## config.mk

```make
export PLATFORM = sky130hd
export DESIGN_NAME = envelope_channel_scheduler
export DESIGN_NICKNAME = d
export VERILOG_FILES = /design/src/rtl/envelope_channel_scheduler.sv
export SDC_FILE = /design/constraint.sdc
export NUM_CORES = 1
export LEC_CHECK = 0
export ABC_AREA = 0
export BUFFER_PORTS_ARGS = -buffer_cell sky130_fd_sc_hd__buf_2
export CORE_ASPECT_RATIO = 0.6
export CORE_MARGIN = 3
export CORE_UTILIZATION = 63
export DETAILED_ROUTE_END_ITERATION = 10
export PLACE_DENSITY_LB_ADDON = 0.08
export SYNTH_ARGS = -nofsm -noshare
export SYNTH_HDL_FRONTEND = slang
export SYNTH_SLANG_ARGS = --single-unit
```

## constraint.sdc

```tcl
create_clock -name clk -period 31.6 [get_ports clk]
set_input_delay 4.74 -clock clk [delete_from_list [all_inputs] [get_ports clk]]
set_output_delay 4.74 -clock clk [all_outputs]
set_load 0.02 [all_outputs]
```

## src/rtl/envelope_channel_scheduler.sv

```systemverilog
// Per-channel Ornstein-Uhlenbeck envelope scheduler: holds envelope and LFSR
// state for NUM_CH channels and sweeps them through one shared update datapath
// over a req/ack handshake once every 2^DECIMATE_BITS clk_en ticks.
module envelope_channel_scheduler #(
  parameter int          WIDTH         = 18,
  parameter int          FRAC          = 14,
  parameter int          NUM_CH        = 8,
  parameter int          CH_BITS       = 3,
  parameter int          DECIMATE_BITS = 4,
  parameter logic [15:0] SEED_BASE     = 16'hACE1
) (
  input  logic               clk,
  input  logic               rst,
  input  logic               clk_en,
  input  logic [WIDTH-1:0]   tau_inv_cfg,
  input  logic               cfg_load,
  output logic               dp_req,
  output logic [CH_BITS-1:0] dp_ch,
  output logic [WIDTH-1:0]   dp_envelope,
  output logic [15:0]        dp_lfsr,
  output logic [WIDTH-1:0]   dp_tau_inv,
  input  logic               dp_ack,
  input  logic [WIDTH-1:0]   dp_envelope_next,
  input  logic [15:0]        dp_lfsr_next,
  input  logic [CH_BITS-1:0] rd_ch,
  output logic [WIDTH-1:0]   rd_envelope,
  output logic               sweep_busy,
  output logic               sweep_done,
  output logic               overrun
);

  localparam logic [WIDTH-1:0]   ENV_ONE = WIDTH'(1 << FRAC);
  localparam logic [WIDTH-1:0]   ENV_MIN = WIDTH'(1 << (FRAC - 1));
  localparam logic [WIDTH-1:0]   ENV_MAX = WIDTH'((1 << FRAC) + (1 << (FRAC - 1)));
  localparam logic [WIDTH-1:0]   TAU_ONE = WIDTH'(1);
  localparam logic [CH_BITS-1:0] LAST_CH = CH_BITS'(NUM_CH - 1);

  typedef enum logic [1:0] {IDLE, ISSUE, WAIT, WRITE} state_t;

  state_t                   state, state_next;
  logic [WIDTH-1:0]         env_mem  [NUM_CH];
  logic [15:0]              lfsr_mem [NUM_CH];
  logic [WIDTH-1:0]         tau_shadow, tau_active, cap_env;
  logic [15:0]              cap_lfsr;
  logic [DECIMATE_BITS-1:0] dec_cnt;
  logic [CH_BITS-1:0]       ch;
  logic                     tick, req, capture;

  // Distinct per-channel seed; an all-zero LFSR would lock up, so avoid it.
  function automatic logic [15:0] reset_seed(input int unsigned c);
    logic [15:0] s;
    s = SEED_BASE ^ 16'(c * 32'h9E37);
    return (s == '0) ? 16'hACE1 : s;
  endfunction

  // Keep the envelope inside [0.5, 1.5] whatever the datapath returns.
  function automatic logic [WIDTH-1:0] clamp_env(input logic [WIDTH-1:0] v);
    if ($signed(v) < $signed(ENV_MIN)) return ENV_MIN;
    if ($signed(v) > $signed(ENV_MAX)) return ENV_MAX;
    return v;
  endfunction

  assign tick    = clk_en && (dec_cnt == '0);
  assign req     = (state == ISSUE) || (state == WAIT);
  assign capture = req && dp_ack;

  // FSM state register.
  always_ff @(posedge clk or posedge rst) begin
    if (rst) state <= IDLE;
    else     state <= state_next;
  end

  // Next-state: one ISSUE/WAIT handshake then one WRITE per channel.
  always_comb begin
    state_next = state;
    unique case (state)
      IDLE:        if (tick) state_next = ISSUE;
      ISSUE, WAIT: state_next = dp_ack ? WRITE : WAIT;
      WRITE:       state_next = (ch == LAST_CH) ? IDLE : ISSUE;
      default:     state_next = IDLE;
    endcase
  end

  // Datapath request outputs; held at zero whenever no request is outstanding.
  always_comb begin
    dp_req      = req;
    dp_ch       = '0;
    dp_envelope = '0;
    dp_lfsr     = '0;
    dp_tau_inv  = '0;
    if (req) begin
      dp_ch       = ch;
      dp_envelope = env_mem[ch];
      dp_lfsr     = lfsr_mem[ch];
      dp_tau_inv  = tau_active;
    end
  end

  // Sweep control: decimation, tau shadowing, channel index, status flags, result capture.
  always_ff @(posedge clk or posedge rst) begin
    if (rst) begin
      dec_cnt    <= '0;
      tau_shadow <= TAU_ONE;
      tau_active <= TAU_ONE;
      ch         <= '0;
      sweep_busy <= 1'b0;
      sweep_done <= 1'b0;
      overrun    <= 1'b0;
      cap_env    <= '0;
      cap_lfsr   <= '0;
    end else begin
      sweep_done <= 1'b0;
      if (clk_en) dec_cnt <= dec_cnt + 1'b1;
      if (cfg_load)
        tau_shadow <= (tau_inv_cfg[WIDTH-1] || tau_inv_cfg == '0) ? TAU_ONE : tau_inv_cfg;
      if (tick && sweep_busy) overrun <= 1'b1;
      if (capture) begin
        cap_env  <= clamp_env(dp_envelope_next);
        cap_lfsr <= (dp_lfsr_next == '0) ? SEED_BASE : dp_lfsr_next;
      end
      case (state)
        IDLE: if (tick) begin
          tau_active <= tau_shadow;
          ch         <= '0;
          sweep_busy <= 1'b1;
        end
        WRITE: begin
          if (ch == LAST_CH) begin
            sweep_busy <= 1'b0;
            sweep_done <= 1'b1;
          end else begin
            ch <= ch + 1'b1;
          end
        end
        default: ;
      endcase
    end
  end

  // Per-channel state storage; committed only in WRITE, so a reset mid-sweep leaves no partial update.
  always_ff @(posedge clk or posedge rst) begin
    if (rst) begin
      for (int unsigned c = 0; c < NUM_CH; c++) begin
        env_mem[CH_BITS'(c)]  <= ENV_ONE;
        lfsr_mem[CH_BITS'(c)] <= reset_seed(c);
      end
    end else if (state == WRITE) begin
      env_mem[ch]  <= cap_env;
      lfsr_mem[ch] <= cap_lfsr;
    end
  end

  // Registered read port; a same-cycle write is not forwarded.
  always_ff @(posedge clk or posedge rst) begin
    if (rst)                 rd_envelope <= '0;
    else if (rd_ch <= LAST_CH) rd_envelope <= env_mem[rd_ch];
    else                     rd_envelope <= '0;
  end

endmodule

```

==> metrics, run 1 <==
top post-synthesis cells by area dfrtp_1 42%, mux2_2 18%, mux4_2 14%; Root Driver clkbuf_16; type of origin of the critical path register; fill count 1750; WL per Instance 24.2 um; Fin. Hold Viols 0; status finished, final reports clean; n_diodes 0; Max-Cap Viols 0; post-CTS setup buffer count 0; initial DRC count 809; Pins Over Slew Limit 0; area delta synth->final 11.8%; crit share post-route 25.4%; Pwr Total 1.80 mW; hold_ws 0.458 ns; Internal 1.20 mW; sequential cell area 9410 um2; Final nets 1288; die width 220 um; total negative setup slack 0 ns; PostCTS Resize Cnt 0; ANT nets after route 0; Worst-path clk slew 0.06 ns; Mapped Cells 1114; setup skew after layout 0.0138 ns; Hold Buf Count CTS 0; die area 29600 um2; I/O pins 137; Crit Path Category reg2out; vias in the first global route 10696; first-pass GRT wire length 62300 um; cell accounting for the most synthesized area dfrtp_1; routed vias 10226; clock share of power 25.3%; floorplan core area 26800 um2; crit-path cells inv_1 -> ha_1 -> and2_2 -> a22o_1 -> buf_2; H-Tree Depth 2; post-synth cell types 55; Syn Nets 1181; required time of the critical path 26.86 ns; endpoints failing setup 0; Setup crit end kind output pin; slew margin rel. 21.8%; Async S/R FF share, synth 100%; top_reg_cell synth dfrtp_1; Worst Tran Pin Value 1.17 ns; worst path buffer plus inverter count 2; clock buffer depth 3; leak pwr 8.94 nW; unrepaired setup endpoints after global routing no; critical path peak fanout 35; Post-synth EDFFs 0; RD Place Congestion 0.778; initial core utilization 64.8%; number of buffers created by CTS 36; synth warn 0; Net Switching 0.595 mW; clk_lat worst skew 0.53 ns; Comb pwr share 31.8%; gr ovfl total 0; # DRC 0; share of cells above drive strength 1 55.3%; Reg power frac 43.0%; mean post-synth cell area 15.6 um2; Die Y 134 um; most frequent cell after synthesis dfrtp_1; Max stage delay cell, worst path and2_2; maximum vdd drop 0.0649 mV; drt pass-1 iters 5; Power Dens Cells 92.9 nW/um2; I/O Buffers 136; Worst Hold Class reg2reg; Crit path max-delay family simple AND/OR/NAND/NOR gates; footprint of the multi-input gates 7360 um2; total wire length 38900 um; sw frac 33.1%; Max stage delay on crit path 1.00 ns; clock sink total 372; top cell type's share of synthesized area 42.4%; CTS tree built; placed wire-length estimate 23000 um; DR vias/cell 6.36; Fmax 0.124 GHz; initial antenna violation count 0; Synth Register Bits 372; CP Data Arrival Time 3.29 ns; crit path time final 8.03 ns; largest net degree at the start of global routing 160; gr usage total 27.2%; site row count 46; sequential fraction of the synthesis area 54.3%; synth cell count leaders 294 x dfrtp_1, 282 x mux2_2, 104 x mux4_2; synthesized area 17300 um2
==> metrics by stage <==
step / instance area (um2) / setup slack (ns) / utilization (%) / std cells
floorplan: 17300 / 16.66 / - / 1114
global placement: 18100 / 24.11 / 67.7 / 1543
detailed placement: 18100 / 24.09 / 67.7 / 1543
CTS: 19400 / 23.50 / 72.4 / 1608
global route: 19400 / 23.35 / 72.4 / 1608
finish: 19400 / 23.57 / 72.4 / 1608
==> state kept, by name (all words and copies together) (netlist names) <==
name	count
env_mem	144
tau_shadow	18
overrun	1
sweep_busy	1
cap_env	18
state	2
rd_envelope	18
dec_cnt	4
ch	3
sweep_done	1
lfsr_mem	128
tau_active	18
cap_lfsr	16
==> cell families (layout without fill, tap and decap cells) <==
family	count (synthesis)	count (layout)	share of synthesized area (%)
multiplexers	397	397	32.5
flip-flops	372	372	54.3
AO/OA/AOI/OAI	122	122	4.96
AND/OR/NAND/NOR	108	108	4.21
buffers and inverters	104	238	3.32
adder cells (fa/ha/maj)	7	7	0.505
XOR/XNOR	4	4	0.202
==> path summary, 6_finish.rpt <==
check | slack [ns] | depth (start not counted) | endpoint | startpoint
max in group asynchronous | 25.60 | 3 | env_mem[42]$_DFFE_PP0P_ | rst
worst min-delay path | 0.46 | 1 | overrun$_DFFE_PP0P_ | overrun$_DFFE_PP0P_
worst max-delay path | 23.57 | 5 | dp_lfsr[13] | state[0]$_DFFE_PP0P_
min in group asynchronous | 4.40 | 2 | lfsr_mem[116]$_DFFE_PP0P_ | rst
worst max register to register | 28.27 | 4 | env_mem[115]$_DFFE_PP0P_ | ch[2]$_DFFE_PP0P_
worst min register to register | 0.46 | 1 | overrun$_DFFE_PP0P_ | overrun$_DFFE_PP0P_
==> final cells by class <==
type | count | share of cell area [%]
Clock inverter | 13 | 0.949
Sequential cell | 372 | 48.6
Multi-Input combinational cell | 638 | 38.0
Inverter | 23 | 0.484
Timing Repair Buffer | 150 | 4.12
Tap cell | 360 | 2.32
Clock buffer | 52 | 5.53
==> placed cells by master, fill, tap and decap left out, drive strengths merged, types with 2 or more instances in the layout <==
| cell | count |
|---|---|
| nand2 | 32 |
| nand3b | 16 |
| ha | 7 |
| xnor2 | 3 |
| nor2 | 3 |
| dfrtp | 294 |
| clkbuf | 52 |
| nand4b | 3 |
| and3 | 3 |
| a22o | 47 |
| nor3b | 2 |
| mux2 | 292 |
| o21ai | 54 |
| buf | 150 |
| bufinv | 4 |
| and2 | 26 |
| o22a | 8 |
| nor4 | 6 |
| a211o | 2 |
| dfstp | 78 |
| inv | 25 |
| nor3 | 4 |
| mux4 | 104 |
| nand4 | 2 |
| nor2b | 3 |
| clkinv | 7 |
==> layer usage <==
| layer | GRT usage, % | part of all wire [%] | vias to the layer above |
|---|---|---|---|
| li1 | - | - | 4423 |
| met1 | 43.4 | 48 | 5492 |
| met2 | 40.3 | 46 | 267 |
| met3 | 4.88 | 5.4 | 44 |
| met4 | 5.36 | 1.4 | 0 |
| met5 | 0 | 0 | - |
==> power groups by stage <==
stage	sequential, mW	combinational, mW	clock, mW
3_3_place_gp	0.773	0.561	0
6_report	0.773	0.571	0.455
4_1_cts	0.771	0.576	0.463
3_5_place_dp	0.777	0.574	0
5_1_grt	0.794	0.613	0.483
2_1_floorplan	0.724	0.460	0
Power figures use the tool's default switching activity.
==> run 2, diff against run 1 <==
--- a/config.mk
+++ b/config.mk
@@ -9,7 +9,7 @@
 export BUFFER_PORTS_ARGS = -buffer_cell sky130_fd_sc_hd__buf_2
 export CORE_ASPECT_RATIO = 0.6
 export CORE_MARGIN = 3
-export CORE_UTILIZATION = 63
+export CORE_UTILIZATION = 54
 export DETAILED_ROUTE_END_ITERATION = 10
 export PLACE_DENSITY_LB_ADDON = 0.08
 export SYNTH_ARGS = -nofsm -noshare
==> constraint.sdc (replaced) <==
create_clock -name clk -period 7 [get_ports clk]
set_input_delay 1.05 -clock clk [delete_from_list [all_inputs] [get_ports clk]]
set_output_delay 1.05 -clock clk [all_outputs]
set_load 0.02 [all_outputs]
==> metrics, run 2 (synthesis results as in run 1) <==
status finished, final reports clean; gr usage total 24.0% (-3.3 points); clock sink total 372 (unchanged); WL per Instance 24.0 um (-0.89%); H-Tree Depth 2 (unchanged); sw frac 32.7% (-0.39 points); DR vias/cell 6.11 (-4.0%); Setup crit end kind output pin; RD Place Congestion 0.779 (about the same); Crit path max-delay family flip-flops; clock share of power 26.5% (+1.2 points); hold path endpoint lfsr_mem[107]$_DFFE_PP0P_; gr ovfl total 0 (unchanged); Comb pwr share 30.8% (-1.0 points); Biggest register env_mem; critical path peak fanout 45 (+29%); type of origin of the critical path register; required time of the critical path 5.95 ns (-20.91 ns); share of cells above drive strength 1 55.4% (+0.099 points); crit path time final 4.30 ns; fill count 2430 (+39%); first-pass GRT wire length 63100 um (+1.1%); leak pwr 8.98 nW (+0.45%); total wire length 40000 um (+2.9%); Pins Over Slew Limit 0 (unchanged); Fin. Hold Viols 0 (unchanged); Final nets 1291 (+0.23%); most common cell after layout, fill and taps aside dfrtp_1; total negative setup slack 0 ns (unchanged); die area 34400 um2 (+16%); die width 237 um (+7.8%); worst reg2reg path startpoint ch[2]$_DFFE_PP0P_; Root Driver clkbuf_16; number of buffers created by CTS 37 (+2.8%); site row count 50 (+8.7%); post-CTS setup buffer count 0 (unchanged); area delta synth->final 12.7%; ANT nets after route 0 (unchanged); I/O pins 137 (unchanged); placed wire-length estimate 22900 um (-0.21%); PostCTS Resize Cnt 0 (unchanged); vias in the first global route 10341 (-3.3%); Worst Tran Pin Value 1.11 ns (-0.0584 ns); CTS tree built; clk_lat worst skew 0.54 ns (about the same); hold_ws 0.487 ns (+0.0294 ns); Hold Buf Count CTS 0 (unchanged); initial antenna violation count 0 (unchanged); Power Dens Cells 422 nW/um2 (+350%); Max stage delay cell, worst path dfrtp_4; initial core utilization 55.2% (-9.6 points); unrepaired setup endpoints after global routing no; Hold Path Depth 1 (unchanged); crit share post-route 61.5%; n_diodes 0 (unchanged); Max stage delay on crit path 1.02 ns (+0.02 ns); setup skew after layout 0.0169 ns (+0.00312 ns); routed vias 10192 (-0.33%); worst path buffer plus inverter count 2 (unchanged); max FFs per register 144 (unchanged); floorplan core area 31400 um2 (+17%); Max-Cap Viols 0 (unchanged); clock buffer depth 3 (unchanged); Util after Layout 62.2% (-10 points); Worst Hold Class reg2reg; initial DRC count 616 (-24%); reg2reg end env_mem[71]$_DFFE_PP0P_; Reg power frac 42.7% (-0.3 points); I/O Buffers 136 (unchanged); largest net degree at the start of global routing 159 (-0.63%); worst-case reg-to-reg path depth 4 (unchanged); # DRC 0 (unchanged); most frequent cells in the layout 292 x dfrtp_1, 282 x mux2_2, 136 x buf_2; Internal 5.55 mW (+360%); crit-path cells buf_4 -> mux4_2 -> a22o_1 -> buf_2; Hold Startpoint lfsr_mem[107]$_DFFE_PP0P_; endpoints failing setup 0 (unchanged); Net Switching 2.69 mW (+350%); Largest regs env_mem: 144 flops, lfsr_mem: 128 flops; CP Data Arrival Time 3.25 ns (-0.04 ns); maximum vdd drop 0.241 mV (+270%); Crit Path Category reg2out; Die Y 145 um (+7.7%); Worst-path clk slew 0.07 ns (about the same); drt pass-1 iters 5 (unchanged); Reg2Reg Setup Slack 3.56 ns (-24.71 ns); Fmax 0.232 GHz; slew margin rel. 25.8% (+4.0 points)
run 2: changes by cell type in the layout (fill, tap and decap cells not counted), sizes merged:
cell / change
buf: +2
clkbuf: -1
inv: -1
bufinv: +3
clkinvlp: +2
run 2: cell type report:
type | count | area, um2 | share of cell area (%)
inverter | 23 | 90.1 | 0.461
multi-input combinational | 638 | 7360 | 37.7
clock inverter | 17 | 270 | 1.38
timing repair buffer | 152 | 813 | 4.16
sequential | 372 | 9410 | 48.2
tap | 416 | 520 | 2.66
clock buffer | 51 | 1070 | 5.48
run 2: how the worst max path moves through the flow:
stage                                  from                      to  slack, ns  depth (start not counted)
final                     ch[0]$_DFFE_PP0P_             dp_lfsr[11]       2.70                          4
after global routing      ch[0]$_DFFE_PP0P_         dp_envelope[16]       2.51                          4
after CTS                 ch[0]$_DFFE_PP0P_         dp_envelope[16]       2.62                          4
after detailed placement  ch[0]$_DFFE_PP0P_             dp_lfsr[11]       3.21                          4
after global placement    ch[0]$_DFFE_PP0P_             dp_lfsr[11]       3.22                          4
after floorplan                         rst  cap_env[0]$_DFFE_PP0P_       1.02                          1
run 2: metrics by stage:
stage          instances  cell area [um2]  setup slack, ns  power (mW)
2_1_floorplan       1114            17300             1.02        5.35
3_5_place_dp        1601            18200             3.21        6.10
5_1_grt             1669            19500             2.51        8.69
3_3_place_gp        1601            18200             3.22        6.06
4_1_cts             1669            19500             2.62        8.32
6_report            1669            19500             2.70        8.24
run 2: power by group through the flow:
stage	combinational, mW	sequential (mW)	clock (mW)
2_1_floorplan	2.08	3.27	0
3_3_place_gp	2.52	3.54	0
3_5_place_dp	2.55	3.55	0
4_1_cts	2.56	3.52	2.24
5_1_grt	2.72	3.63	2.34
6_report	2.54	3.52	2.18
run 2: worst reg2reg max path, stage by stage (launching register included):
cell and delay, ns:
dfrtp_4 1.01, buf_4 0.59, nor3b_4 0.71, buf_4 0.59
mux2_2 0.42
run 2: per-layer routing:
layer  GRT usage, %  vias up  part of all wire (%)
li1               -     4432                     -
met1           37.2     5466                    49
met2           35.8      242                    45
met3           3.83       52                   4.3
met4           5.91        0                   1.7
met5              0        -                     0
